### src/rtl/spike_collector.sv
// spike_collector: round-robin collects spike events from the clusters,
// buffers them in an event FIFO and replays them to the next layer.
// End of layer is flagged once every scheduler reported done and the
// buffer, the arbiter and the output stage are all idle.
module spike_collector #(
  parameter int CLUSTER_NUM = 4,
  parameter int POST_WIDTH  = 32,
  parameter int DEPTH       = 16
) (
  input  logic                              clk,
  input  logic                              rst,
  input  logic [CLUSTER_NUM-1:0]            post_req,
  input  logic [CLUSTER_NUM*POST_WIDTH-1:0] post_waddr,
  input  logic [CLUSTER_NUM*POST_WIDTH-1:0] post_wdata,
  output logic [CLUSTER_NUM-1:0]            post_grant,
  input  logic [CLUSTER_NUM-1:0]            finish_sche,
  input  logic                              pre_ready,
  output logic                              pre_grant,
  output logic [POST_WIDTH-1:0]             w_data,
  output logic [POST_WIDTH-1:0]             ev_addr,
  output logic [$clog2(DEPTH):0]            fifo_count,
  output logic [31:0]                       spike_cnt,
  output logic                              layer_done
);
  localparam int PtrW = $clog2(DEPTH);
  localparam int CntW = PtrW + 1;
  localparam int OccW = CntW + 1;
  localparam int RrW  = (CLUSTER_NUM > 1) ? $clog2(CLUSTER_NUM) : 1;
  localparam int SumW = RrW + 1;
  localparam int EntW = 2 * POST_WIDTH;
  localparam logic [SumW-1:0] NumClusters = SumW'(CLUSTER_NUM);
  localparam logic [OccW-1:0] DepthLimit  = OccW'(DEPTH);

  logic [CLUSTER_NUM-1:0] r_grant;
  logic [RrW-1:0]         r_rrPtr;
  logic [EntW-1:0]        r_mem [DEPTH];
  logic [PtrW-1:0]        r_wrPtr;
  logic [PtrW-1:0]        r_rdPtr;
  logic [CntW-1:0]        r_count;
  logic                   r_preGrant;
  logic [POST_WIDTH-1:0]  r_wData;
  logic [POST_WIDTH-1:0]  r_evAddr;
  logic [31:0]            r_spikeCnt;
  logic [CLUSTER_NUM-1:0] r_sticky;
  logic                   r_layerDone;

  logic [CLUSTER_NUM-1:0] w_eligible;
  logic [CLUSTER_NUM-1:0] w_nextGrant;
  logic [RrW-1:0]         w_nextRr;
  logic [SumW-1:0]        w_cand;
  logic [SumW-1:0]        w_after;
  logic [OccW-1:0]        w_occupancy;
  logic                   w_hasSpace;
  logic                   w_found;
  logic                   w_push;
  logic                   w_pop;
  logic                   w_allDone;
  logic [EntW-1:0]        w_pushEntry;

  // Round-robin search from r_rrPtr; the cluster granted now is masked and room must remain for the push in flight
  always_comb begin
    w_eligible  = post_req & ~r_grant;
    w_occupancy = OccW'(r_count) + OccW'(|r_grant);
    w_hasSpace  = (w_occupancy < DepthLimit);
    w_nextGrant = '0;
    w_nextRr    = r_rrPtr;
    w_found     = 1'b0;
    w_cand      = '0;
    w_after     = '0;
    for (int k = 0; k < CLUSTER_NUM; k++) begin
      w_cand = SumW'(r_rrPtr) + SumW'(k);
      if (w_cand >= NumClusters) w_cand = w_cand - NumClusters;
      if (w_hasSpace && !w_found && w_eligible[w_cand[RrW-1:0]]) begin
        w_found = 1'b1;
        w_nextGrant[w_cand[RrW-1:0]] = 1'b1;
        w_after = w_cand + SumW'(1);
        if (w_after == NumClusters) w_after = '0;
        w_nextRr = w_after[RrW-1:0];
      end
    end
  end

  // Pick the address/data of the granted cluster; these are captured at the edge closing the grant cycle
  always_comb begin
    w_push      = |r_grant;
    w_pop       = (r_count != '0) && pre_ready;
    w_pushEntry = '0;
    for (int k = 0; k < CLUSTER_NUM; k++) begin
      if (r_grant[k]) begin
        w_pushEntry = {post_waddr[k*POST_WIDTH +: POST_WIDTH], post_wdata[k*POST_WIDTH +: POST_WIDTH]};
      end
    end
  end

  assign w_allDone = (&r_sticky) && (r_count == '0) && (post_req == '0) &&
                     (r_grant == '0) && !r_preGrant;

  // Register the one-hot grant and advance the round-robin pointer past the winner
  always_ff @(posedge clk or negedge rst) begin
    if (!rst) begin
      r_grant <= '0;
      r_rrPtr <= '0;
    end else begin
      r_grant <= w_nextGrant;
      r_rrPtr <= w_nextRr;
    end
  end

  // Event storage; stale contents are harmless because reset clears the pointers
  always_ff @(posedge clk) begin
    if (w_push) r_mem[r_wrPtr] <= w_pushEntry;
  end

  // FIFO bookkeeping and the output stage that replays the head entry downstream
  always_ff @(posedge clk or negedge rst) begin
    if (!rst) begin
      r_wrPtr    <= '0;
      r_rdPtr    <= '0;
      r_count    <= '0;
      r_preGrant <= 1'b0;
      r_wData    <= '0;
      r_evAddr   <= '0;
    end else begin
      r_preGrant <= w_pop;
      if (w_push) r_wrPtr <= r_wrPtr + PtrW'(1);
      if (w_pop) begin
        r_rdPtr  <= r_rdPtr + PtrW'(1);
        r_evAddr <= r_mem[r_rdPtr][EntW-1:POST_WIDTH];
        r_wData  <= r_mem[r_rdPtr][POST_WIDTH-1:0];
      end
      case ({w_push, w_pop})
        2'b10:   r_count <= r_count + CntW'(1);
        2'b01:   r_count <= r_count - CntW'(1);
        default: r_count <= r_count;
      endcase
    end
  end

  // End-of-layer detection; a finish pulse coinciding with the clear is kept for the next layer
  always_ff @(posedge clk or negedge rst) begin
    if (!rst) begin
      r_sticky    <= '0;
      r_spikeCnt  <= '0;
      r_layerDone <= 1'b0;
    end else begin
      r_layerDone <= w_allDone;
      if (w_allDone) begin
        r_sticky   <= finish_sche;
        r_spikeCnt <= '0;
      end else begin
        r_sticky <= r_sticky | finish_sche;
        if (w_push && (r_spikeCnt != 32'hFFFF_FFFF)) r_spikeCnt <= r_spikeCnt + 32'd1;
      end
    end
  end

  assign post_grant = r_grant;
  assign pre_grant  = r_preGrant;
  assign w_data     = r_wData;
  assign ev_addr    = r_evAddr;
  assign fifo_count = r_count;
  assign spike_cnt  = r_spikeCnt;
  assign layer_done = r_layerDone;

endmodule

### config.mk
export PLATFORM = sky130hd
export DESIGN_NAME = spike_collector
export DESIGN_NICKNAME = d
export VERILOG_FILES = /design/src/rtl/spike_collector.sv
export SDC_FILE = /design/constraint.sdc
export NUM_CORES = 1
export LEC_CHECK = 0
export CAP_MARGIN = 40
export CORE_MARGIN = 2
export CORE_UTILIZATION = 44
export CTS_CLUSTER_DIAMETER = 100
export DETAILED_ROUTE_END_ITERATION = 8
export PLACE_DENSITY = 0.7
export SYNTH_ARGS = -nofsm -noshare
export SYNTH_HDL_FRONTEND = slang
export SYNTH_SLANG_ARGS = --single-unit
### constraint.sdc
create_clock -name clk -period 3.72 [get_ports clk]
set_input_delay 1.116 -clock clk [delete_from_list [all_inputs] [get_ports clk]]
set_output_delay 1.116 -clock clk [all_outputs]
set_load 0.005 [all_outputs]
==> reports/qor.csv <==
metric,value,unit
synthCells,2262,
async_flop_share,10.6,%
io_pins,374,
finalPower,43.0,mW
tightest_slew,0.724,ns
htreeDepth,3,
ff2ff_path_depth,11,
synthDistinctLibCells,54,
seqPwrFrac,42.3,%
p_int,30.6,mW
power_frac_comb,30.7,%
finalSetupViolCount,0,
overflow,0,
routed_wl,109000,um
core,103000,um^2
initial_core_util,44.3,%
grtUsageTotal,20.2,%
cts_hold_buf,0,
holdCritPathClass,input port to async pin,
drt-initial-drc-count,2429,
syn_nets,2545,
cap_violations,0,
dieArea,107000,um^2
core.rowCount,118,
hpwl,63000,um
finalCriticalPeriod,3.53,ns
met1_usage,27.4,%
cp_max_fo,40,
drive_gt1_share,25.8,%
portBuffers,373,
rsz0062_at_grt,no,
place_congestion,0.841,
crit_start,post_grant[1],
vias,24300,
cp-end-kind,output port,
n_antenna_cell,0,
vdd_drop_max,0.569,mV
syn_area,45900,um^2
clockBufferDepth,3,
fin_crit_sh,94.8,%
die_h,327,um
fillCellCount,7757,
synth-edff-count,1024,
crit_type,flip-flop to output port,
area_delta_synth_final,22.3,%
fin_skew,0.0168,ns
timing.slew.headroom,51.4,%
firstDrtPassIters,7,
avgRoutedWirePerCell,25.8,um
synth_seq_cells,1145,
nNetsFinal,3032,
reg2reg_from,post_grant[1],
status,finished clean,
worstSkewPairLatency,0.68,ns
p_sw_share,28.8,%
cts_sinks,1145,
yosysSeqAreaShare,73.6,%
cts_resized,1,
drc_errors,0,
antenna_found_initial,2,
maxSlewViolCount,0,
grt_max_degree,76,
r2r_end,fifo_count[4],
clk_pin_slew_worst_paths,0.06,ns
p_clk_share,27.0,%
fin_cells,4229,
synth_top_cell_by_area,edfxtp_1,
yosysWarningCount,0,
cellPowerDensity,766,nW/um^2
cts_buffers,113,
max_freq,0.283,GHz
grtUsageMet3,3.16,%
power_leakage,18.5,nW
crit_end,post_grant[1],
cts_tree,yes,
synthFlopType,edfxtp_1,
grtUsageMet2,34.6,%
power_switching,12.4,mW
grt_pass1_vias,25100,
syn_area_per_cell,20.3,um^2
via_per_inst,5.74,
synth_top_area_share,67.0,%
worstPathArrival,2.41,ns
cp_data_required_time,2.60,ns
startpoint_type,flip-flop,
ff2ff_setup_slack,0.66,ns
busiest_layer,met2,
finalHoldViolCount,0,
dp.cells,4014,
grt_pass1_wl,160000,um
synth.top_cells.by_area,"edfxtp_1, mux4_2, dfrtp_1, mux2_2, a22oi_1",
finalSetupTns,0,ns
root_buffer,clkbuf_16,
cts_setup_buffers,0,
postRouteAntennaNets,0,
fp.dieW,327,um
layer usage:
metal	vias up	share of wire [%]
met1	12800	40
met3	141	7.2
li1	10300	-
met2	999	51
met4	0	1.7
met5	-	0
cells in the final DEF, fill, tap and decap left out, drive strengths merged, types with 3 or more instances in the layout:
cell type	instances
nor3	11
nor2b	6
inv	16
clkinvlp	3
edfxtp	1024
nand3	21
mux2	66
nand4	18
and2	13
mux4	324
buf	133
nand2	84
o211ai	4
nor2	102
and3	12
o31ai	3
clkdlybuf4s50	372
bufinv	14
a21o	6
nand2b	5
a22oi	73
a21oi	69
nor4	6
xnor2	20
o21ai	74
clkinv	45
ha	15
xor2	17
and4	4
clkbuf	149
dfrtp	121
Yosys cell counts (18+ instances only):
library cell,n
clkbuf_1,81
o21ai_0,68
nand2_1,84
a21oi_1,68
nor2_1,102
mux4_2,324
nand3_1,21
xnor2_1,20
mux2_2,65
a22oi_1,73
buf_4,18
edfxtp_1,1024
dfrtp_1,121
worst min-delay path by stage:
stage | endpoint | slack [ns] | cells after the start
final | ev_addr[0] | 0.39 | 1
after global routing | ev_addr[0] | 0.42 | 1
after CTS | ev_addr[2] | 0.39 | 1
after detailed placement | r_sticky[0] | 0.48 | 1
after global placement | r_sticky[2] | 0.47 | 1
after floorplan | r_sticky[0] | 0.44 | 1
flip-flops by register name (all words and copies together) (netlist names), 4 cells and up:
register    cells
r_mem        1024
ev_addr        32
spike_cnt      32
w_data         32
fifo_count      5
post_grant      4
r_rdPtr         4
r_sticky        4
r_wrPtr         4
critical path, stage by stage (launching register included):
cell and delay (ns):
dfrtp_4 0.74, buf_6 0.41, clkdlybuf4s50_1 0.58
power by group through the flow:
stage | clock network [mW] | registers, mW | logic (mW)
finish | 11.6 | 18.2 | 13.2
global route | 12.3 | 18.4 | 14.2
CTS | 11.8 | 18.2 | 13.4
detailed placement | 0 | 18.5 | 13.4
global placement | 0 | 18.4 | 13.0
floorplan | 0 | 17.9 | 8.74
final cells by class:
| class | count | area (um^2) | area share [%] |
|---|---|---|---|
| Timing Repair Buffer | 505 | 5240 | 9.34 |
| Sequential cell | 1145 | 33800 | 60.2 |
| Inverter | 12 | 47.5 | 0.0847 |
| Clock buffer | 149 | 3080 | 5.50 |
| Multi-Input combinational cell | 972 | 11500 | 20.4 |
| Tap cell | 1380 | 1730 | 3.08 |
| Clock inverter | 66 | 736 | 1.31 |
metrics by stage:
| stage | util [%] | setup slack (ns) | cell area [um^2] | hold WS [ns] |
|---|---|---|---|---|
| floorplan | - | 0.556 | 45900 | 0.441 |
| global placement | 50.5 | 0.410 | 52300 | 0.467 |
| detailed placement | 50.5 | 0.406 | 52300 | 0.481 |
| CTS | 54.2 | 0.103 | 56100 | 0.387 |
| global route | 54.2 | 0.0625 | 56100 | 0.420 |
| finish | 54.2 | 0.192 | 56100 | 0.390 |
logic make-up (layout without fill, tap and decap cells):
family / after synthesis / count (layout) / share of synthesized area (%)
multiplexers: 392 / 392 / 17.6
XOR/XNOR: 37 / 37 / 0.706
buffers and inverters: 145 / 732 / 1.50
AND/OR/NAND/NOR: 288 / 288 / 2.92
flip-flops: 1145 / 1145 / 73.6
adder cells (fa/ha/maj): 16 / 16 / 0.453
AO/OA/AOI/OAI: 239 / 239 / 3.22
No activity file was read; power rests on OpenSTA's default activity.
